[src/rtl/branch_pkg.sv]
// Shared definitions for the branch / PC unit: funct3 branch codes, FSM state
// encoding and default reset/trap addresses.
package branch_pkg;

  localparam logic [2:0] F3_BEQ  = 3'b000;
  localparam logic [2:0] F3_BNE  = 3'b001;
  localparam logic [2:0] F3_BLT  = 3'b100;
  localparam logic [2:0] F3_BGE  = 3'b101;
  localparam logic [2:0] F3_BLTU = 3'b110;
  localparam logic [2:0] F3_BGEU = 3'b111;

  typedef enum logic [1:0] {
    ST_BOOT  = 2'd0,
    ST_FETCH = 2'd1,
    ST_EXEC  = 2'd2
  } state_e;

  localparam logic [31:0] DEF_RESET_PC = 32'h0000_0000;
  localparam logic [31:0] DEF_TRAP_VEC = 32'h0000_0100;

endpackage

[src/rtl/branch_pc_unit_if.sv]
// Bundle of fetch handshake, instruction-decode, comparator and status signals
// between the branch/PC unit (master) and its surroundings (slave).
interface branch_pc_unit_if #(
  parameter int unsigned CNT_W = 32
);
  logic             fetch_req;
  logic             fetch_ack;
  logic [31:0]      pc;
  logic [31:0]      pc_plus4;
  logic [2:0]       funct3;
  logic             is_branch;
  logic             is_jal;
  logic             is_jalr;
  logic [31:0]      target;
  logic             BrUn;
  logic             BrEq;
  logic             BrLT;
  logic             stall;
  logic             pc_sel;
  logic             retire;
  logic             illegal_br;
  logic             trap;
  logic [CNT_W-1:0] retire_cnt;
  logic [CNT_W-1:0] taken_cnt;

  modport master (
    output fetch_req, pc, pc_plus4, BrUn, pc_sel, retire, illegal_br, trap, retire_cnt,
           taken_cnt,
    input  fetch_ack, funct3, is_branch, is_jal, is_jalr, target, BrEq, BrLT, stall
  );

  modport slave (
    input  fetch_req, pc, pc_plus4, BrUn, pc_sel, retire, illegal_br, trap, retire_cnt,
           taken_cnt,
    output fetch_ack, funct3, is_branch, is_jal, is_jalr, target, BrEq, BrLT, stall
  );
endinterface

[src/rtl/branch_cond.sv]
// Branch condition evaluation: maps funct3 plus comparator flags to a
// taken/illegal decision and selects signed/unsigned compare.
module branch_cond
  import branch_pkg::*;
(
  input  logic [2:0] funct3,
  input  logic       BrEq,
  input  logic       BrLT,
  output logic       take,
  output logic       illegal,
  output logic       BrUn
);

  // Unsigned compare only for BLTU/BGEU; bit 1 also set for the illegal codes.
  assign BrUn = funct3[1];

  // Decode the condition; 010/011 are reserved and never taken.
  always_comb begin
    take    = 1'b0;
    illegal = 1'b0;
    case (funct3)
      F3_BEQ:  take = BrEq;
      F3_BNE:  take = !BrEq;
      F3_BLT:  take = BrLT;
      F3_BGE:  take = !BrLT;
      F3_BLTU: take = BrLT;
      F3_BGEU: take = !BrLT;
      default: illegal = 1'b1;
    endcase
  end

endmodule

[src/rtl/branch_pc_unit.sv]
// Branch/PC unit: fetch sequencing FSM, PC register, next-PC mux and
// retire/taken counters.
// Optional feature: define PC_MISALIGN_TRAP_EN to redirect misaligned control
// transfers to TRAP_VEC with a one-cycle trap pulse.
module branch_pc_unit
  import branch_pkg::*;
#(
  parameter logic [31:0] RESET_PC = DEF_RESET_PC,
  parameter logic [31:0] TRAP_VEC = DEF_TRAP_VEC,
  parameter int unsigned CNT_W    = 32
) (
  input  logic               clk,
  input  logic               rst,
  branch_pc_unit_if.master   bus
);

  state_e           stateQ, stateD;
  logic [31:0]      pcQ, pcD;
  logic [31:0]      nextPc;
  logic [CNT_W-1:0] retireCntQ, retireCntD;
  logic [CNT_W-1:0] takenCntQ, takenCntD;
  logic             take, illegal, pcSel, retire, trap;

  branch_cond u_cond (
    .funct3  (bus.funct3),
    .BrEq    (bus.BrEq),
    .BrLT    (bus.BrLT),
    .take    (take),
    .illegal (illegal),
    .BrUn    (bus.BrUn)
  );

  // Control-transfer select and target; jal wins over jalr, which wins over branch.
  always_comb begin
    pcSel = bus.is_jal | bus.is_jalr | (bus.is_branch & take);
    if (!pcSel) begin
      nextPc = pcQ + 32'd4;
    end else if (bus.is_jal) begin
      nextPc = bus.target;
    end else if (bus.is_jalr) begin
      nextPc = {bus.target[31:1], 1'b0};
    end else begin
      nextPc = bus.target;
    end
  end

  // FSM next state, retire strobe, trap and PC/counter updates.
  always_comb begin
    stateD     = stateQ;
    retire     = 1'b0;
    pcD        = pcQ;
    retireCntD = retireCntQ;
    takenCntD  = takenCntQ;
    unique case (stateQ)
      ST_BOOT:  stateD = ST_FETCH;
      ST_FETCH: if (bus.fetch_ack) stateD = ST_EXEC;
      ST_EXEC: begin
        if (!bus.stall) begin
          retire = 1'b1;
          stateD = ST_FETCH;
        end
      end
      default:  stateD = ST_BOOT;
    endcase
`ifdef PC_MISALIGN_TRAP_EN
    trap = retire & pcSel & (nextPc[1:0] != 2'b00);
`else
    trap = 1'b0;
`endif
    if (retire) begin
      pcD        = trap ? TRAP_VEC : nextPc;
      retireCntD = retireCntQ + CNT_W'(1);
      if (pcSel) takenCntD = takenCntQ + CNT_W'(1);
    end
  end

  // State, PC and counter registers.
  always_ff @(posedge clk or posedge rst) begin
    if (rst) begin
      stateQ     <= ST_BOOT;
      pcQ        <= RESET_PC;
      retireCntQ <= '0;
      takenCntQ  <= '0;
    end else begin
      stateQ     <= stateD;
      pcQ        <= pcD;
      retireCntQ <= retireCntD;
      takenCntQ  <= takenCntD;
    end
  end

  assign bus.fetch_req  = (stateQ == ST_FETCH);
  assign bus.pc         = pcQ;
  assign bus.pc_plus4   = pcQ + 32'd4;
  assign bus.pc_sel     = pcSel;
  assign bus.retire     = retire;
  assign bus.trap       = trap;
  assign bus.illegal_br = illegal & bus.is_branch & (stateQ == ST_EXEC);
  assign bus.retire_cnt = retireCntQ;
  assign bus.taken_cnt  = takenCntQ;

endmodule

[src/flat_wrapper.sv]
// flat-port wrapper written by rule: the top's interface ports become plain ports
module branch_pc_unit_flat import branch_pkg::*;
#(
  parameter logic [31:0] RESET_PC = DEF_RESET_PC,
  parameter logic [31:0] TRAP_VEC = DEF_TRAP_VEC,
  parameter int unsigned CNT_W    = 32
)
  (clk, rst, bus_fetch_req, bus_pc, bus_pc_plus4, bus_BrUn, bus_pc_sel, bus_retire, bus_illegal_br, bus_trap, bus_retire_cnt, bus_taken_cnt, bus_fetch_ack, bus_funct3, bus_is_branch, bus_is_jal, bus_is_jalr, bus_target, bus_BrEq, bus_BrLT, bus_stall);
  branch_pc_unit_if #(.CNT_W(CNT_W)) bus_i ();
  input  logic clk;
  input  logic rst;
  output wire logic [$bits(bus_i.fetch_req)-1:0] bus_fetch_req;
  output wire logic [$bits(bus_i.pc)-1:0] bus_pc;
  output wire logic [$bits(bus_i.pc_plus4)-1:0] bus_pc_plus4;
  output wire logic [$bits(bus_i.BrUn)-1:0] bus_BrUn;
  output wire logic [$bits(bus_i.pc_sel)-1:0] bus_pc_sel;
  output wire logic [$bits(bus_i.retire)-1:0] bus_retire;
  output wire logic [$bits(bus_i.illegal_br)-1:0] bus_illegal_br;
  output wire logic [$bits(bus_i.trap)-1:0] bus_trap;
  output wire logic [$bits(bus_i.retire_cnt)-1:0] bus_retire_cnt;
  output wire logic [$bits(bus_i.taken_cnt)-1:0] bus_taken_cnt;
  input wire logic [$bits(bus_i.fetch_ack)-1:0] bus_fetch_ack;
  input wire logic [$bits(bus_i.funct3)-1:0] bus_funct3;
  input wire logic [$bits(bus_i.is_branch)-1:0] bus_is_branch;
  input wire logic [$bits(bus_i.is_jal)-1:0] bus_is_jal;
  input wire logic [$bits(bus_i.is_jalr)-1:0] bus_is_jalr;
  input wire logic [$bits(bus_i.target)-1:0] bus_target;
  input wire logic [$bits(bus_i.BrEq)-1:0] bus_BrEq;
  input wire logic [$bits(bus_i.BrLT)-1:0] bus_BrLT;
  input wire logic [$bits(bus_i.stall)-1:0] bus_stall;
  assign bus_fetch_req = bus_i.fetch_req;
  assign bus_pc = bus_i.pc;
  assign bus_pc_plus4 = bus_i.pc_plus4;
  assign bus_BrUn = bus_i.BrUn;
  assign bus_pc_sel = bus_i.pc_sel;
  assign bus_retire = bus_i.retire;
  assign bus_illegal_br = bus_i.illegal_br;
  assign bus_trap = bus_i.trap;
  assign bus_retire_cnt = bus_i.retire_cnt;
  assign bus_taken_cnt = bus_i.taken_cnt;
  assign bus_i.fetch_ack = bus_fetch_ack;
  assign bus_i.funct3 = bus_funct3;
  assign bus_i.is_branch = bus_is_branch;
  assign bus_i.is_jal = bus_is_jal;
  assign bus_i.is_jalr = bus_is_jalr;
  assign bus_i.target = bus_target;
  assign bus_i.BrEq = bus_BrEq;
  assign bus_i.BrLT = bus_BrLT;
  assign bus_i.stall = bus_stall;
  branch_pc_unit #(.RESET_PC(RESET_PC), .TRAP_VEC(TRAP_VEC), .CNT_W(CNT_W)) u_core (.clk(clk), .rst(rst), .bus(bus_i));
endmodule
[config.mk]
export PLATFORM = sky130hd
export DESIGN_NAME = branch_pc_unit_flat
export DESIGN_NICKNAME = d
export VERILOG_FILES = /design/src/rtl/branch_pkg.sv /design/src/rtl/branch_pc_unit_if.sv /design/src/rtl/branch_cond.sv /design/src/rtl/branch_pc_unit.sv /design/src/flat_wrapper.sv
export SDC_FILE = /design/constraint.sdc
export NUM_CORES = 1
export LEC_CHECK = 0
export ABC_AREA = 1
export BUFFER_PORTS_ARGS = -buffer_cell sky130_fd_sc_hd__buf_2
export CORE_UTILIZATION = 35
export CTS_CLUSTER_DIAMETER = 50
export DETAILED_ROUTE_END_ITERATION = 8
export HOLD_SLACK_MARGIN = 0.02
export SYNTH_ARGS = -nofsm -noshare
export SYNTH_HDL_FRONTEND = slang
export SYNTH_HIERARCHICAL = 1
export SYNTH_SLANG_ARGS = --single-unit
[constraint.sdc]
create_clock -name clk -period 8.1 [get_ports clk]
set_input_delay 2.025 -clock clk [delete_from_list [all_inputs] [get_ports clk]]
set_output_delay 2.025 -clock clk [all_outputs]
set_load 0.01 [all_outputs]
==> impl_results.md, run 1 <==
- Status: complete, but fails checks
- Failing checks: DRC
- Crit path cell chain: buf_2, nor2_8, buf_2
- Max Cap Viol: 0
- Worst hold-check path type: flip-flop to flip-flop
- Final setup vio count: 0
- CP startpoint kind: input port
- Fillers: 1908
- Top Family by Delay on Critical Path: simple AND/OR/NAND/NOR gates
- Cell mode on critical path: buf_2
- Hold-fix buffers, CTS: 0
- Via-to-Cell Ratio: 4.74
- Final hold vios: 0
- Die X: 138 um
- Routability cong.: 0.900
- Post-synth EDFFs: 0
- RSZ-0062 raised after global routing: no
- Rows: 49
- Initial DRC Count: 390
- PostCTS Resize Cnt: 0
- Setup TNS: 0 ps
- First-pass GRT wire length: 30.9 mm
- Pwr dens: 245 nW/um2
- Met3 usage: 3.12%
- Final instance area: 7910 um2
- Setup ws final: 3180 ps
- Layout Nets: 1224
- Leak: 4.07 nW
- Die height: 138 um
- Final hold slack: 502 ps
- Global-route track usage on met2: 32.2%
- Share of layout cells above drive strength 1: 19.6%
- PortBufs: 176
- Routed via count: 6693
- Worst-Skew Late Latency: 350 ps
- Mapped Cells: 1008
- Netlist cell types: 31
- P&R area growth vs syn: 21.4%
- Clock root buffer: clkbuf_16
- Largest net degree at the start of global routing: 53
- WP data arrival: 2890 ps
- Number of global-route vias before repair: 6113
- Fmax: 203 MHz
- Seq/Total Area, Yosys: 37.6%
- GR Layer Usage met1: 27.0%
- DP Wirelength: 14.3 mm
- WP buf/inv: 2
- CP peak stage delay: 480 ps
- Register bit total from synthesis: 98
- DRC viols: 36
- Core box area: 18100 um2
- Wire per inst: 13.5 um
- CTS HTree Levels: 3
- Die ar.: 19200 um2
- Gr busiest metal: met2
- CTS tree: done
- Period utilization: 60.7%
- Initial antenna violation count: 0
- Avg Inst Size Synth: 6.47 um2
- DRT antenna net count: 0
- Peak supply drop: 0.000117 V
- First-pass detailed-route iteration total: 7
- Clock sinks: 98
- Total grt overflow: 0
- Final-report max-slew violation count: 0
- Final Skew: 9.64 ps
- Net Count, Synth: 1055
- Synth Warn #: 6
- Maximum clock path buffer count: 2
- CTS buffer count: 9
- CP required: 6080 ps
- Crit path max fanout: 36
- FFs w/ async S/R, synth: 100%
- CTS clk-pin slew, worst paths: 80 ps
- Worst slew margin: 36.2%
- Top Ports: 178
- CP endpoint kind: primary output
- Worst-margin pin slew: 955 ps
- Mapped Area: 6520 um2
- Total Routing Usage GR: 20.2%
- Slowest cell on crit path: nor2_8
- Period minus WS final: 4920 ps
- Dpl ws: 3170 ps
- Initial core utilization: 36.0%
- Post-synth top flop: dfrtp_1
- Setup bufs post-CTS: 0
- Crit Path Category: input port to primary output
- Final wirelength: 19.0 mm
- DP Area: 7590 um2
-- cell usage in the layout (no fill, tap or decap), types with 3 or more instances in the layout --
cell	Yosys	final
and2_1	7	7
buf_2	7	176
clkbuf_16	0	9
dfrtp_1	98	98
ha_1	3	3
inv_1	114	113
nand2_1	447	447
nand2_2	10	10
nand3_1	60	60
nand4_1	7	7
nor2_1	136	136
nor2_2	11	11
nor2_4	7	7
nor3_2	3	3
o211ai_1	5	5
o21ai_0	20	20
o21ai_1	4	4
xnor2_1	10	10
xor2_1	32	32
xor2_2	4	4
-- final timing paths --
path | from | slack (ps) | endpoint | cells past startpoint
max | bus_stall | 3180 | bus_retire | 3
min | u_core/bus.pc[1]$_DFFE_PP0P_ | 500 | u_core/bus.pc[1]$_DFFE_PP0P_ | 2
max reg2reg | u_core/stateQ[0]$_DFFE_PP0P_ | 5170 | u_core/bus.taken_cnt[18]$_DFFE_PP0P_ | 8
min reg2reg | u_core/bus.pc[1]$_DFFE_PP0P_ | 500 | u_core/bus.pc[1]$_DFFE_PP0P_ | 2
max in group asynchronous | rst | 5180 | u_core/bus.pc[12]$_DFFE_PP0N_ | 3
min in group asynchronous | rst | 1740 | u_core/bus.retire_cnt[5]$_DFFE_PP0N_ | 2
-- sequential cells by signal (all words and copies together) (netlist names) --
signal	count
u_core/stateQ	2
u_core/bus.taken_cnt	32
u_core/bus.pc	32
u_core/bus.retire_cnt	32
-- stage by stage --
step | total power, mW | std cells | util [%]
after floorplan | 1.16 | 1008 | -
after global placement | 1.46 | 1395 | 41.9
after detailed placement | 1.47 | 1395 | 41.9
after CTS | 1.97 | 1411 | 43.7
after global routing | 2.07 | 1411 | 43.7
final | 1.94 | 1412 | 43.8
-- routing by layer --
| layer | vias to the layer above | share of wire, % | wire, um |
|---|---|---|---|
| met4 | 0 | 2.5 | 478 |
| met5 | - | 0 | 0 |
| li1 | 3396 | - | - |
| met2 | 217 | 45 | 8570 |
| met1 | 3050 | 47 | 8860 |
| met3 | 30 | 5.8 | 1110 |
-- worst register-to-register path, stage by stage (launching register included) --
cell     delay [ps]
dfrtp_1         400
inv_2            80
nand2_2         100
nor2_8          470
nand2_2         430
inv_2           830
nand2_2         230
o21ai_0         200
nand2_1          80
-- kinds of logic (layout without fill, tap and decap cells) --
kind of cell / after synthesis / after routing / synth area share (%)
flip-flops: 98 / 98 / 37.6
other: 1 / 2 / 0.0575
AND/OR/NAND/NOR: 693 / 693 / 44.0
AO/OA/AOI/OAI: 32 / 32 / 2.78
buffers and inverters: 135 / 309 / 8.37
XOR/XNOR: 46 / 46 / 6.64
adder cells (fa/ha/maj): 3 / 3 / 0.576
-- area by class of cell --
class,instances,area (um2),area share [%]
Clock inverter,6,96.3,1.22
Sequential cell,98,2450,31.0
Multi-Input combinational cell,775,3520,44.5
Tap cell,229,287,3.62
Inverter,116,438,5.53
Antenna cell,1,2.50,0.0316
Clock buffer,10,229,2.89
Timing Repair Buffer,177,888,11.2
-- cells in the mapped netlist (all sizes together), types with 3 or more instances --
cell type    n  area (um2)
clkbuf       3        11.3
xnor2       10        87.6
nand2      458        1750
nand4        7        43.8
o21ai       24         120
nor3         5        40.0
ha           3        37.5
nor2       155         678
nand3       60         300
xor2        36         345
dfrtp       98        2450
o211ai       5        37.5
and2         7        43.8
inv        116         435
buf         16        98.8
-- power breakdown --
group	internal, mW	switching [mW]
Sequential	0.591	0.155
Combinational	0.269	0.439
Clock	0.276	0.208
Total	1.14	0.802
No activity file was read; power rests on OpenSTA's default activity.
==> inputs of run 2 (changes only) <==
==> constraint.sdc (replaced) <==
create_clock -name clk -period 4.65 [get_ports clk]
set_input_delay 1.1625 -clock clk [delete_from_list [all_inputs] [get_ports clk]]
set_output_delay 1.1625 -clock clk [all_outputs]
set_load 0.01 [all_outputs]
==> run 2 against run 1 <==
Against the previous run:
- die area unchanged
- first-iteration DRC count up 15%
- critical path depth up 5
- setup slack worse by 1800 ps
- via count down 0.31%
- combinational power up 75%
- global-route usage up 1.1 points
- the run still ends with DRC left
- hold slack better by 1.4 ps
- register-to-register slack worse by 2900 ps
- non-clock buffer count up 3
- wire length up 4.1%
- clock skew down 3.4 ps
==> impl_results.md, run 2 (same netlist as run 1, synthesis figures left out) <==
- Status: complete, but fails checks
- Failing checks: DRC
- Rows: 49 (unchanged)
- Initial antenna violation count: 0 (unchanged)
- Pwr dens: 419 nW/um2 (+71%)
- Number of global-route vias before repair: 6203 (+1.5%)
- Worst slew margin: 42.9% (+6.6 points)
- CP peak stage delay: 440 ps (-40 ps)
- Final wirelength: 19.8 mm (+4.1%)
- Top Family by Delay on Critical Path: simple AND/OR/NAND/NOR gates
- Slowest cell on crit path: dfrtp_1
- Layout Nets: 1227 (+0.25%)
- CTS HTree Levels: 3 (unchanged)
- Largest net degree at the start of global routing: 41 (-23%)
- Cell mode on critical path: nand2_1
- First-pass detailed-route iteration total: 7 (unchanged)
- Setup bufs post-CTS: 0 (unchanged)
- Routed via count: 6672 (-0.31%)
- CTS clk-pin slew, worst paths: 80 ps (about the same)
- DP Wirelength: 15.1 mm (+5.0%)
- Dpl ws: 1280 ps (-1890 ps)
- WP data arrival: 2080 ps (-810 ps)
- Wire per inst: 14.0 um (+4.0%)
- Most common library cell in the layout ignoring fill and taps: nand2_1
- First-pass GRT wire length: 32.1 mm (+3.9%)
- Die height: 138 um (unchanged)
- Routability cong.: 0.902 (+0.26%)
- Crit Path Category: flip-flop to primary output
- DP Area: 7610 um2 (+0.30%)
- Via-to-Cell Ratio: 4.72 (-0.45%)
- Antenna cells: 0 (-1)
- Peak supply drop: 0.000207 V (+77%)
- CP endpoint kind: primary output
- Crit path max fanout: 5 (-86%)
- CTS tree: done
- Initial DRC Count: 447 (+15%)
- Final setup vio count: 0 (unchanged)
- DRT antenna net count: 0 (unchanged)
- DRC viols: 18 (-50%)
- Worst Min Path Start: u_core/bus.pc[1]$_DFFE_PP0P_
- P&R area growth vs syn: 21.1%
- Final Skew: 6.28 ps (-3.36 ps)
- Setup TNS: 0 ps (unchanged)
- Share of layout cells above drive strength 1: 19.9% (+0.29 points)
- WP buf/inv: 1 (-1)
- Post-layout util: 43.6% (-0.11 points)
- Clock root buffer: clkbuf_16
- Leak: 4.07 nW (about the same)
- Crit path cell chain: ha_1, nand2_1, nor2_2, nand2_1, nor2_4, nand3_1, and2_1, buf_2
- Clock sinks: 98 (unchanged)
- Total grt overflow: 0 (unchanged)
- Initial core utilization: 36.0% (unchanged)
- CTS buffer count: 9 (unchanged)
- CP required: 3490 ps (-2590 ps)
- Final hold vios: 0 (unchanged)
- Core box area: 18100 um2 (unchanged)
- Die ar.: 19200 um2 (unchanged)
- Setup ws final: 1410 ps (-1770 ps)
- Max Cap Viol: 0 (unchanged)
- Period minus WS final: 3240 ps
- Worst-Skew Late Latency: 360 ps (about the same)
- Commonest cells after routing, fill and taps aside: 447 x nand2_1, 176 x buf_2, 136 x nor2_1, 113 x inv_1, 98 x dfrtp_1
- Hold-fix buffers, CTS: 0 (unchanged)
- Fillers: 1913 (+0.26%)
- Die X: 138 um (unchanged)
- Worst hold-check path type: flip-flop to flip-flop
- Worst r2r src: u_core/stateQ[0]$_DFFE_PP0P_
- RSZ-0062 raised after global routing: no
- Period utilization: 69.6%
- PortBufs: 176 (unchanged)
- Worst Setup SP: u_core/bus.pc[3]$_DFFE_PP0N_
- Worst-margin pin slew: 856 ps (-99.2 ps)
- Fmax: 309 MHz
- Total Routing Usage GR: 21.3% (+1.1 points)
- PostCTS Resize Cnt: 0 (unchanged)
- Final instance area: 7890 um2 (-0.25%)
- CP startpoint kind: flip-flop
- Top Ports: 178 (unchanged)
- Maximum clock path buffer count: 2 (unchanged)
- Final-report max-slew violation count: 0 (unchanged)
run 2: final cells by class:
type                       count  area, um2  share of cell area (%)
clock inverter                 7       60.1                   0.761
multi-input combinational    775       3520                    44.6
timing repair buffer         180        911                    11.5
tap                          229        287                    3.63
inverter                     116        438                    5.55
sequential                    98       2450                    31.1
clock buffer                   9        225                    2.85
run 2: worst register-to-register path, cell delays in order, from the launching register on:
cell,delay (ps)
dfrtp_1,400
inv_2,90
nand2_2,100
nor2_8,180
nand2_2,310
inv_2,590
buf_4,370
nand2_1,80
o21ai_0,80
inv_1,70
nand2_1,60
run 2: through the flow:
step | hold WS (ps) | power, mW | std cells
after floorplan | 491 | 2.02 | 1008
after global placement | 495 | 2.56 | 1398
after detailed placement | 492 | 2.57 | 1398
after CTS | 515 | 3.34 | 1414
after global routing | 546 | 3.54 | 1414
final | 503 | 3.30 | 1414
run 2: final timing paths:
path                                                      end  slack, ps  depth (start not counted)
worst max-delay path                         bus_pc_plus4[26]       1410                          8
worst min-delay path             u_core/bus.pc[1]$_DFFE_PP0P_        500                          2
worst max register to register  u_core/bus.pc[23]$_DFFE_PP0N_       2270                         10
worst min register to register   u_core/bus.pc[1]$_DFFE_PP0P_        500                          2
max in group asynchronous       u_core/bus.pc[28]$_DFFE_PP0N_       2950                          3
min in group asynchronous        u_core/bus.pc[0]$_DFFE_PP0P_        850                          2
run 2: metal layers:
metal / vias to the layer above / track usage, % / wire (um)
met3: 20 / 3.05 / 1140
met4: 0 / 7.87 / 389
li1: 3390 / - / -
met5: - / 0 / 0
met1: 3062 / 28.7 / 9220
met2: 200 / 34.7 / 9030
run 2: where the power goes:
part           leakage (nW)  switching [mW]  internal, mW  total, mW
combinational          2.65           0.768         0.471       1.24
clock                 0.137           0.382         0.374      0.756
sequential             1.28           0.279          1.03       1.31
